`config.mk`:
```
export PLATFORM = sky130hd
export DESIGN_NAME = adc_seq_ctrl
export DESIGN_NICKNAME = d
export VERILOG_FILES = /design/src/rtl/adc_seq_ctrl.sv
export SDC_FILE = /design/constraint.sdc
export NUM_CORES = 1
export LEC_CHECK = 0
export ABC_CLOCK_PERIOD_IN_PS = 4030
export CORE_UTILIZATION = 50
export CTS_CLUSTER_DIAMETER = 150
export DETAILED_ROUTE_END_ITERATION = 8
export PLACE_DENSITY = 0.83
export SYNTH_ARGS = -nofsm -noshare
export SYNTH_HDL_FRONTEND = slang
export SYNTH_SLANG_ARGS = --single-unit
```
`constraint.sdc`:
```
create_clock -name clk -period 4.03 [get_ports clk]
set_input_delay 0.403 -clock clk [delete_from_list [all_inputs] [get_ports clk]]
set_output_delay 0.403 -clock clk [all_outputs]
set_load 0.1 [all_outputs]
```
`src/rtl/adc_seq_ctrl.sv`:
```
// adc_seq_ctrl
// Paces sample requests to an ADC, runs the four-phase req/rdy handshake and
// hands each captured byte to the capture path as a one-cycle strobe with a
// running count. A missing rdy is caught by a timeout, flagged in err_to and
// recovered by putting the ADC back through its reset sequence.
//
// Ports
//   clk, reset         : system clock, asynchronous active-high reset
//   start, stop        : run control levels, sampled on clk
//   period             : idle cycles between samples, latched on start
//   rdy, dat           : ADC acknowledge and sample byte
//   req, rst           : ADC request and ADC reset (registered)
//   smp_dat, smp_vld   : captured byte and its one-cycle strobe
//   smp_cnt            : samples captured since start (wraps)
//   busy, err_to       : running indicator, sticky timeout flag
module adc_seq_ctrl #(
    parameter int PER_W      = 16,
    parameter int TIMEOUT    = 64,
    parameter int RST_CYCLES = 4
) (
    input  logic             clk,
    input  logic             reset,
    input  logic             start,
    input  logic             stop,
    input  logic [PER_W-1:0] period,
    input  logic             rdy,
    input  logic [7:0]       dat,
    output logic             req,
    output logic             rst,
    output logic [7:0]       smp_dat,
    output logic             smp_vld,
    output logic [31:0]      smp_cnt,
    output logic             busy,
    output logic             err_to
);

    localparam int TO_W   = $clog2(TIMEOUT + 1);
    localparam int INIT_W = $clog2(RST_CYCLES + 1);

    typedef enum logic [2:0] {
        ST_INIT  = 3'd0,
        ST_IDLE  = 3'd1,
        ST_WAIT  = 3'd2,
        ST_REQ   = 3'd3,
        ST_RDYLO = 3'd4
    } state_t;

    state_t             state_q,     state_d;
    logic [PER_W-1:0]   per_q,       per_d;
    logic [PER_W-1:0]   cnt_q,       cnt_d;
    logic [TO_W-1:0]    to_q,        to_d;
    logic [INIT_W-1:0]  init_q,      init_d;
    logic               stop_seen_q, stop_seen_d;
    logic [7:0]         smp_dat_q,   smp_dat_d;
    logic               smp_vld_q,   smp_vld_d;
    logic [31:0]        smp_cnt_q,   smp_cnt_d;
    logic               err_q,       err_d;
    logic               req_q,       req_d;
    logic               rst_q,       rst_d;
    logic               busy_q,      busy_d;

    // Next-state and next-output decode for the sequencer
    always_comb begin
        state_d     = state_q;
        per_d       = per_q;
        cnt_d       = cnt_q;
        to_d        = to_q;
        init_d      = init_q;
        stop_seen_d = stop_seen_q;
        smp_dat_d   = smp_dat_q;
        smp_vld_d   = 1'b0;
        smp_cnt_d   = smp_cnt_q;
        err_d       = err_q;

        case (state_q)
            ST_INIT: begin
                if (init_q == INIT_W'(RST_CYCLES - 1)) begin
                    init_d  = {INIT_W{1'b0}};
                    state_d = ST_IDLE;
                end else begin
                    init_d  = init_q + INIT_W'(1);
                end
            end
            ST_IDLE: begin
                // stop has priority over start
                if (start && !stop) begin
                    per_d     = period;
                    cnt_d     = period;
                    smp_cnt_d = 32'd0;
                    err_d     = 1'b0;
                    state_d   = ST_WAIT;
                end else begin
                    state_d   = ST_IDLE;
                end
            end
            ST_WAIT: begin
                if (stop) begin
                    state_d = ST_IDLE;
                end else if (cnt_q == {PER_W{1'b0}}) begin
                    to_d        = {TO_W{1'b0}};
                    stop_seen_d = 1'b0;
                    state_d     = ST_REQ;
                end else begin
                    cnt_d = cnt_q - PER_W'(1);
                end
            end
            ST_REQ: begin
                // stop never aborts a request; it only decides where RDYLO goes
                stop_seen_d = stop_seen_q | stop;
                if (rdy) begin
                    smp_dat_d = dat;
                    smp_vld_d = 1'b1;
                    smp_cnt_d = smp_cnt_q + 32'd1;
                    state_d   = ST_RDYLO;
                end else if (to_q == TO_W'(TIMEOUT - 1)) begin
                    err_d       = 1'b1;
                    init_d      = {INIT_W{1'b0}};
                    stop_seen_d = 1'b0;
                    state_d     = ST_INIT;
                end else begin
                    to_d = to_q + TO_W'(1);
                end
            end
            ST_RDYLO: begin
                if (!rdy) begin
                    stop_seen_d = 1'b0;
                    if (stop_seen_q || stop) begin
                        state_d = ST_IDLE;
                    end else begin
                        cnt_d   = per_q;
                        state_d = ST_WAIT;
                    end
                end else begin
                    stop_seen_d = stop_seen_q | stop;
                end
            end
            default: begin
                init_d  = {INIT_W{1'b0}};
                state_d = ST_INIT;
            end
        endcase

        // Outputs are decoded from the next state so they register with it
        req_d  = (state_d == ST_REQ);
        rst_d  = (state_d == ST_INIT);
        busy_d = (state_d == ST_WAIT) || (state_d == ST_REQ) || (state_d == ST_RDYLO);
    end

    // State, counters and registered outputs
    always_ff @(posedge clk or posedge reset) begin
        if (reset) begin
            state_q     <= ST_INIT;
            per_q       <= {PER_W{1'b0}};
            cnt_q       <= {PER_W{1'b0}};
            to_q        <= {TO_W{1'b0}};
            init_q      <= {INIT_W{1'b0}};
            stop_seen_q <= 1'b0;
            smp_dat_q   <= 8'd0;
            smp_vld_q   <= 1'b0;
            smp_cnt_q   <= 32'd0;
            err_q       <= 1'b0;
            req_q       <= 1'b0;
            rst_q       <= 1'b1;
            busy_q      <= 1'b0;
        end else begin
            state_q     <= state_d;
            per_q       <= per_d;
            cnt_q       <= cnt_d;
            to_q        <= to_d;
            init_q      <= init_d;
            stop_seen_q <= stop_seen_d;
            smp_dat_q   <= smp_dat_d;
            smp_vld_q   <= smp_vld_d;
            smp_cnt_q   <= smp_cnt_d;
            err_q       <= err_d;
            req_q       <= req_d;
            rst_q       <= rst_d;
            busy_q      <= busy_d;
        end
    end

    assign req     = req_q;
    assign rst     = rst_q;
    assign smp_dat = smp_dat_q;
    assign smp_vld = smp_vld_q;
    assign smp_cnt = smp_cnt_q;
    assign busy    = busy_q;
    assign err_to  = err_q;

endmodule

```
==> results of run 1 <==
sequential cells by signal, summed over array words and instances, names as in the netlist:
name         flops
busy             1
err_to           1
stop_seen_q      1
init_q           3
cnt_q           16
per_q           16
smp_cnt         32
to_q             7
req              1
smp_dat          8
smp_vld          1
state_q          3
rst              1
layout make-up:
type	instances	area, um2	area share
timing repair buffer	81	791	0.134
multi-input combinational	417	2390	0.405
clock buffer	9	124	0.0210
sequential	91	2280	0.386
tap	129	161	0.0274
clock inverter	7	100	0.0170
inverter	14	53.8	0.00912
placed cells by master, fill, tap and decap left out, types with 8 or more instances in the layout:
cell type	synthesis	layout
a21oi_1	39	39
and3_1	10	10
buf_4	4	8
xnor2_1	11	11
o21ai_0	34	34
dfrtp_1	90	90
nor3_1	10	10
nor2_1	40	40
or3_1	9	9
nand3_1	22	22
clkdlybuf4s50_1	0	73
nand2_1	103	103
nor4_1	12	12
inv_1	13	12
xor2_1	8	8
clkbuf_8	0	9
nor2b_1	10	10
nand4_1	10	10
o31ai_1	17	17
metrics by stage:
| stage | util | area, um2 | hold slack (ns) | setup WS, ns |
|---|---|---|---|---|
| 5_1_grt | 0.632 | 5900 | 0.515 | 0.587 |
| 6_report | 0.632 | 5900 | 0.481 | 0.851 |
| 3_5_place_dp | 0.608 | 5670 | 0.462 | 0.936 |
| 2_1_floorplan | - | 4850 | 0.445 | 1.27 |
| 3_3_place_gp | 0.608 | 5670 | 0.460 | 1.05 |
| 4_1_cts | 0.632 | 5900 | 0.485 | 0.908 |
power by group through the flow:
stage	sequential, mW	combinational (mW)	clock [mW]
2_1_floorplan	1.90	0.956	0
3_3_place_gp	1.47	1.76	0
3_5_place_dp	1.49	1.80	0
4_1_cts	1.47	1.81	0.706
5_1_grt	1.52	1.98	0.751
6_report	1.48	1.81	0.694
worst max-delay path, delay by kind of cell (launching register included):
family	cells	cell delay, ns
flops	1	0.81
buf+inv	1	0.27
compound gates	2	0.47
simple gates	4	1.56
worst paths after layout:
| path | start | cells past startpoint | end | slack (ns) |
|---|---|---|---|---|
| worst max-delay path | state_q[1] | 7 | smp_cnt[27] | 0.85 |
| worst min-delay path | reset | 2 | smp_dat[7] | 0.48 |
| worst max register to register | state_q[1] | 7 | smp_cnt[27] | 0.85 |
| worst min register to register | per_q[0] | 2 | per_q[0] | 0.48 |
| max in group asynchronous | reset | 3 | smp_cnt[22] | 2.71 |
| min in group clk | per_q[0] | 2 | per_q[0] | 0.48 |
logic make-up (layout without fill, tap and decap cells):
logic type	count (synthesis)	in the layout	share of synthesized area
AOI/OAI and AO/OA	129	129	0.165
muxes	5	5	0.0106
and+or+nand+nor	259	259	0.270
DFF	91	91	0.470
adders and majority gates	5	5	0.0129
xor gates and xnor gates	19	19	0.0343
buffers and inverters	40	111	0.0379
metal layers:
| layer | vias to the layer above | routed length [um] |
|---|---|---|
| li1 | 2104 | - |
| met1 | 2149 | 5050 |
| met2 | 151 | 5860 |
| met3 | 20 | 621 |
| met4 | 0 | 192 |
| met5 | - | 0 |
==> results.md, run 1 <==
Routing:
- After detailed routing, the number of remaining DRC violations is 0.
- The final routed wirelength across all metal layers is 11700 um.
- The mean number of vias per cell is 5.91.
- After detailed routing, the average wire length per cell comes to 15.7 um.
- The count of nets left with antenna violations once routing finished came out at 0.
- For this block, the initial DRC count from the detailed router was 276.
- The pre-antenna-repair detailed-routing pass consisted of 7 iterations.
- Across all layers, the routed design uses 4424 vias.

Clock network:
- The TritonCTS clock tree is done.
- The maximum level of the CTS H-tree is 3.
- After clock tree synthesis, the clock-pin slew on the worst setup and hold paths is 0.09 ns.
- The clock reaches the later pin of the worst-skew pair after 0.37 ns.
- The cell chosen for the clock root is clkbuf_8.
- The clock net in this run drives a total of 91 sinks.
- The number of clock buffers added by TritonCTS is 9.
- After clock tree synthesis, the flow added hold-fix buffers numbering 0.
- Counting along the longest clock path gives a buffer depth of 2.
- In this run, post-CTS repair resized a total of 0 instances.
- Once the clock tree was built, the setup fixing pass inserted 0 buffers.

STA:
- Of the available clock period, the critical path in the final layout requires 0.789.
- The final total negative setup slack is 0 ns.
- The smallest clock period supported by the final layout is computed as 3.18 ns.
- Setup repair after global routing left no endpoint under its margin.
- The clock skew after layout is 0.0107 ns.
- At the pin with the least slew margin, the transition time is 1.01 ns.
- Setup violations remaining at the end of the flow were counted as 0.
- For this run, the top clock speed supported by timing is 315 MHz.
- The worst slew margin relative to its limit is 0.322.
- The number of hold violations in the final report came to 0.
- The count of final max-slew check failures was 0.

Worst setup path:
- The type of the worst setup path is reg2reg.
- The element type at the critical path start is a register.
- For this run, the slowest stage of the critical path takes 0.81 ns.
- The critical-path maximum fanout is 23.
- The endpoint kind of the worst setup timing path is a register.
- The largest individual stage delay along the critical path comes from the cell dfrtp_1.
- The signal on the critical path passes through and3b_1, nand2_1, inv_2, a21o_1, nand4_1, or3_1, a21oi_1.
- The required time reported for the critical path endpoint is 4.33 ns.
- Data on the critical path arrives at its endpoint at 3.48 ns.

Power:
- The sequential group share of total power is 0.371.
- For this design the total switching power over the nets is 1.86 mW.
- Cell internal power was estimated by the tool at 2.12 mW.
- The logic gate share of total power is 0.454.
- The worst-case IR drop observed on VDD is 0.000369 V.
- The areal power density over the cells is 675 mW/mm2.
- The power after layout is 3.98 mW.
- Of the total power, the share spent switching nets is 0.468.
- The leakage power figure is 2.57 nW.
- The clock share of power is 0.174.

Yosys:
- Yosys printed 0 warnings.
- The number of library cell types mapped by synthesis is 59.
- In this run the cell area of the synthesized design comes to 0.00485 mm2.
- In the post-synthesis netlist, the biggest area contributors are dfrtp_1, nand2_1, a21oi_1.
- A synthesized cell averages 8.85 um2.
- Yosys mapped a number of flops with a built-in enable equal to 0.
- The library cell with the largest summed area after synthesis is dfrtp_1.
- Counting flops and latches in the post-synthesis netlist gives 91.
- The async set-reset flop share out of synthesis is 1.00.
- The commonest cells after synthesis are nand2_1, dfrtp_1, nor2_1, a21oi_1, o21ai_0.
- The library cell with the highest instance count after synthesis is nand2_1.
- Of the post-synthesis cell area, the dominant cell type holds 0.464.
- The portion of the post-synthesis area used by sequential elements is 0.470.
- The leading register cell type out of synthesis is dfrtp_1.
- The cell count after synthesis is 548.
- The post-synth net total is 582.

Place:
- The wire-length estimate of the detail-placed layout is 8270 um.
- Including well taps, the total number of placed cells is 732.
- The count of input and output buffers is 73.
- The placer's final routability congestion estimate is 0.874.

Status:
- The run finished with clean final reports.

Global routing:
- The total congestion overflow is 0.
- In this run the most used layer during global routing was met2.
- The global-route total usage across every layer is 0.248.
- The number of antenna violations at the first check in global routing is 0.
- Entering global routing, the biggest net connects 49 pins.
- For met3 alone, demand over resource in global routing was 0.0465.
- The met1 usage is 0.324.
- The wire length of the first global-routing pass is 20000 um.
- The number of global-route vias before repair is 4263.
- For this run, global-route usage on met2 was measured as 0.409.

Hold path:
- The class of the most critical hold timing path is in2async.

Flow run:
- The tool flagged a number of max-cap violations equal to 0.

Cells and area:
- The final layout contains 648 nets.
- The finished layout holds 748 standard cells, fillers aside.
- Of the cells placed in the final design, the portion with a size suffix greater than 1 is 0.0598.
- The synthesis-to-finish area growth is 21.6%.
- The final-layout fill cell count is 797.
- The number of antenna diodes in the final layout is 0.

Floorplan:
- The area enclosed by the die boundary is 0.0101 mm2.
- The number of primary I/O pins is 74.
- The number of rows in the core area is 35.
- The initial utilization of the core area, before any placement, comes to 0.520.
- The x dimension of the die is 100 um.
- The floorplan step set the die height to 100 um.
- The floorplan step defined a core boundary enclosing 0.00933 mm2.
Power figures use the tool's default switching activity.
==> inputs of run 2 (changes only) <==
==> config.mk (replaced) <==
export PLATFORM = sky130hd
export DESIGN_NAME = adc_seq_ctrl
export DESIGN_NICKNAME = d
export VERILOG_FILES = /design/src/rtl/adc_seq_ctrl.sv
export SDC_FILE = /design/constraint.sdc
export NUM_CORES = 1
export LEC_CHECK = 0
export ABC_CLOCK_PERIOD_IN_PS = 2500
export CORE_UTILIZATION = 49
export CTS_CLUSTER_DIAMETER = 150
export DETAILED_ROUTE_END_ITERATION = 8
export PLACE_DENSITY = 0.84
export SYNTH_ARGS = -nofsm -noshare
export SYNTH_HDL_FRONTEND = slang
export SYNTH_SLANG_ARGS = --single-unit
==> constraint.sdc (replaced) <==
create_clock -name clk -period 2.5 [get_ports clk]
set_input_delay 0.25 -clock clk [delete_from_list [all_inputs] [get_ports clk]]
set_output_delay 0.25 -clock clk [all_outputs]
set_load 0.1 [all_outputs]
==> run 2 against run 1 <==
Sequential power grew 57%. Clock skew grew 0.0069 ns. Critical path depth shrank 2. Die area grew 2.0%. Worst setup slack lost 0.64 ns. Flip-flop and latch count is the same. Largest power group unchanged. Cell count grew 2.3%. Non-clock buffer count grew 17. Global-route usage shrank 0.058 points. Sequential share of layout area grew 0.11 points.
==> results.md, run 2 (synthesis gave the netlist of run 1 again) <==
STA:
- The number of hold violations in the final report is 0 (unchanged).
- The final setup violation count is 0 (unchanged).
- The slew of the pin with the lowest slew margin is 0.799 ns (-0.215 ns).
- The fmax is 437 MHz (+39%).
- The worst slew margin relative to its limit is 0.467 (+0.146).
- The hold slack is 0.330 ns (-0.151 ns).
- Setup repair after global routing left no endpoint under its margin.
- The clock skew after layout is 0.0176 ns (+0.00693 ns).
- The final critical-path share of the clock period was 0.915 (+0.126).
- The time the worst path needs with I/O delays and setup is 2.29 ns (-0.891 ns).
- The count of final max-slew check failures was 0 (unchanged).

Cells and area:
- The synthesis-to-finish area growth is 22.0%.
- The final-layout fill cell count came to 793 (-0.50%).
- The post-layout utilization of the core is 0.629 (-0.00362).
- The number of diodes added for antenna fixing is 0 (unchanged).
- In the layout the commonest cells are nand2_1, dfrtp_1, buf_4, nor2_1, a21oi_1.
- The final-stage net count is 665 (+2.6%).
- The library cell used most frequently in the layout, excluding fill and tap cells, is nand2_1.
- The number of flip-flops in the largest register is 32 (unchanged).
- The share of cells above drive strength 1 was 0.173 (+0.113).

Place:
- The count of input and output buffers is 73 (unchanged).
- The placer's final routability congestion estimate came to 0.946 (+8.3%).
- The HPWL after detailed placement was 8460 um (+2.3%).

Global routing:
- The wire length of the first global-routing pass is 20200 um (+0.79%).
- The global-route total usage across every layer is 0.247 (-0.000581).
- The pin count of the biggest net entering global routing was 64 (+31%).
- The total congestion overflow is 0 (unchanged).
- The number of antenna violations at the first check in global routing is 0 (unchanged).
- The number of global-route vias before repair is 4290 (+0.63%).

Routing:
- The starting DRC count in detailed routing is 155 (-44%).
- The mean number of vias per cell is 5.80 (-1.9%).
- The post-detailed-route wirelength per cell is 15.6 um (-0.60%).
- The number of nets with antenna violations after routing came to 0 (unchanged).
- The total DRC errors in the routed layout is 0 (unchanged).
- The via count is 4440 (+0.36%).
- The length of the first detailed-routing pass in iterations is 8 (+1).
- The final routed wirelength across all metal layers was 11900 um (+1.7%).

Floorplan:
- The area enclosed by the die boundary is 0.0103 mm2 (+2.0%).
- The total core area came to 0.00942 mm2 (+0.94%).
- The effective utilization at floorplan is 0.515 (-0.00484).
- The height of the die is 101 um (+1.0%).
- The number of rows in the core area is 35 (unchanged).
- The x dimension of the die is 101 um (+1.0%).
- The number of primary I/O pins is 74 (unchanged).

Worst setup path:
- The worst setup path is launched from a register.
- The worst setup path is of the reg2reg kind.
- The worst register-to-register path ends at smp_cnt[25].
- The arrival time of data at the critical path endpoint is 2.57 ns (-0.91 ns).
- The critical-path maximum fanout came to 9 (-61%).
- In this run the worst setup path terminates at smp_cnt[25].
- The required time reported for the critical path endpoint is 2.79 ns (-1.54 ns).
- The path depth of the worst reg2reg path was 5 (-2).
- The first element of the critical path is smp_cnt[8].
- The worst reg-to-reg setup slack was 0.21 ns (-0.64 ns).
- The source of the worst register-to-register timing path is smp_cnt[8].
- The endpoint kind of the worst setup timing path is a register.

Clock network:
- The count of hold buffers inserted by post-cts repair was 0 (unchanged).
- TritonCTS built the clock tree.
- The post-CTS resize count is 0 (unchanged).
- The cell chosen for the clock root is clkbuf_8.
- The maximum level of the CTS H-tree is 3 (unchanged).
- The source-to-sink clock delay at the later pin of the worst-skew pair is 0.36 ns (about the same).
- The post-CTS setup-driven buffer insertion count is 0 (unchanged).
- The number of clock sinks is 91 (unchanged).
- The clock tree buffer depth is 2 (unchanged).
- The total clock buffers created by CTS is 9 (unchanged).
- The clock slew seen by the registers of the worst setup and hold paths is 0.10 ns (about the same).

Flow run:
- The count of maximum capacitance violations is 0 (unchanged).

Power:
- The leakage power figure is 2.70 nW (+5.2%).
- The maximum resistive drop on vdd is 0.00103 V (+180%).
- The areal power density over the cells is 1090 mW/mm2 (+61%).

Hold path:
- The tightest min-delay check is of the in2async type.

Status:
- The run finished with clean final reports.
-- run 2: changes by cell type in the layout (fill, tap and decap cells not counted), sizes merged --
cell	change
buf	+62
bufinv	-1
clkbuf	+1
clkdlybuf4s50	-45
clkinv	-3
clkinvlp	+2
inv	+1
-- run 2: area by class of cell --
| cell class | instances | area [um2] | area share |
|---|---|---|---|
| Sequential cell | 91 | 2290 | 0.388 |
| Clock buffer | 10 | 128 | 0.0216 |
| Multi-Input combinational cell | 417 | 2390 | 0.404 |
| Inverter | 14 | 56.3 | 0.00951 |
| Clock inverter | 6 | 72.6 | 0.0123 |
| Timing Repair Buffer | 98 | 818 | 0.138 |
| Tap cell | 129 | 161 | 0.0273 |
-- run 2: per-stage QoR --
step / std cells / power [mW] / worst slack [ns] / setup TNS, ns / cell area, um2
floorplan: 548 / 4.60 / -0.0178 / -0.0178 / 4870
global placement: 749 / 5.29 / 0.300 / 0 / 5720
detailed placement: 749 / 5.40 / 0.216 / 0 / 5720
CTS: 765 / 6.43 / 0.242 / 0 / 5920
global route: 765 / 6.83 / 0.0587 / 0 / 5920
finish: 765 / 6.43 / 0.212 / 0 / 5920
-- run 2: worst min path at each step --
stage	from	endpoint	slack (ns)	cells after the start
after floorplan	period[0]	per_q[0]	0.36	2
after global placement	per_q[3]	per_q[3]	0.46	2
after detailed placement	smp_dat[0]	smp_dat[0]	0.46	2
after CTS	reset	smp_cnt[21]	0.36	3
after global routing	reset	smp_cnt[18]	0.38	3
final	reset	smp_cnt[24]	0.33	3
-- run 2: worst max-delay path, stage by stage, from the launching register on --
cell and delay [ns]:
dfrtp_2 0.42, nand3_1 0.24, nor4_2 0.51, nand4_1 0.40
or3_1 0.48, a21oi_1 0.15
-- run 2: power by group --
part	internal (mW)	total (mW)	switching [mW]
combinational	0.971	3.07	2.10
clock	0.474	1.03	0.558
sequential	1.94	2.33	0.387
total	3.38	6.43	3.05
-- run 2: metal layers --
layer  GRT usage  vias up  routed length, um
met5           0        -                  0
met1       0.339     2137               5320
met2       0.399      154               5730
li1            -     2132                  -
met4      0.0847        0                178
met3      0.0428       17                692
==> inputs of run 3 (changes only) <==
--- a/config.mk
+++ b/config.mk
@@ -6,10 +6,12 @@
 export NUM_CORES = 1
 export LEC_CHECK = 0
 export ABC_CLOCK_PERIOD_IN_PS = 2500
+export CAP_MARGIN = 15
 export CORE_UTILIZATION = 49
 export CTS_CLUSTER_DIAMETER = 150
 export DETAILED_ROUTE_END_ITERATION = 8
 export PLACE_DENSITY = 0.84
+export SKIP_CTS_REPAIR_TIMING = 1
 export SYNTH_ARGS = -nofsm -noshare
 export SYNTH_HDL_FRONTEND = slang
 export SYNTH_SLANG_ARGS = --single-unit
==> results of run 3 <==
The final DEF is identical to that of run 2; final timing and power are the same.
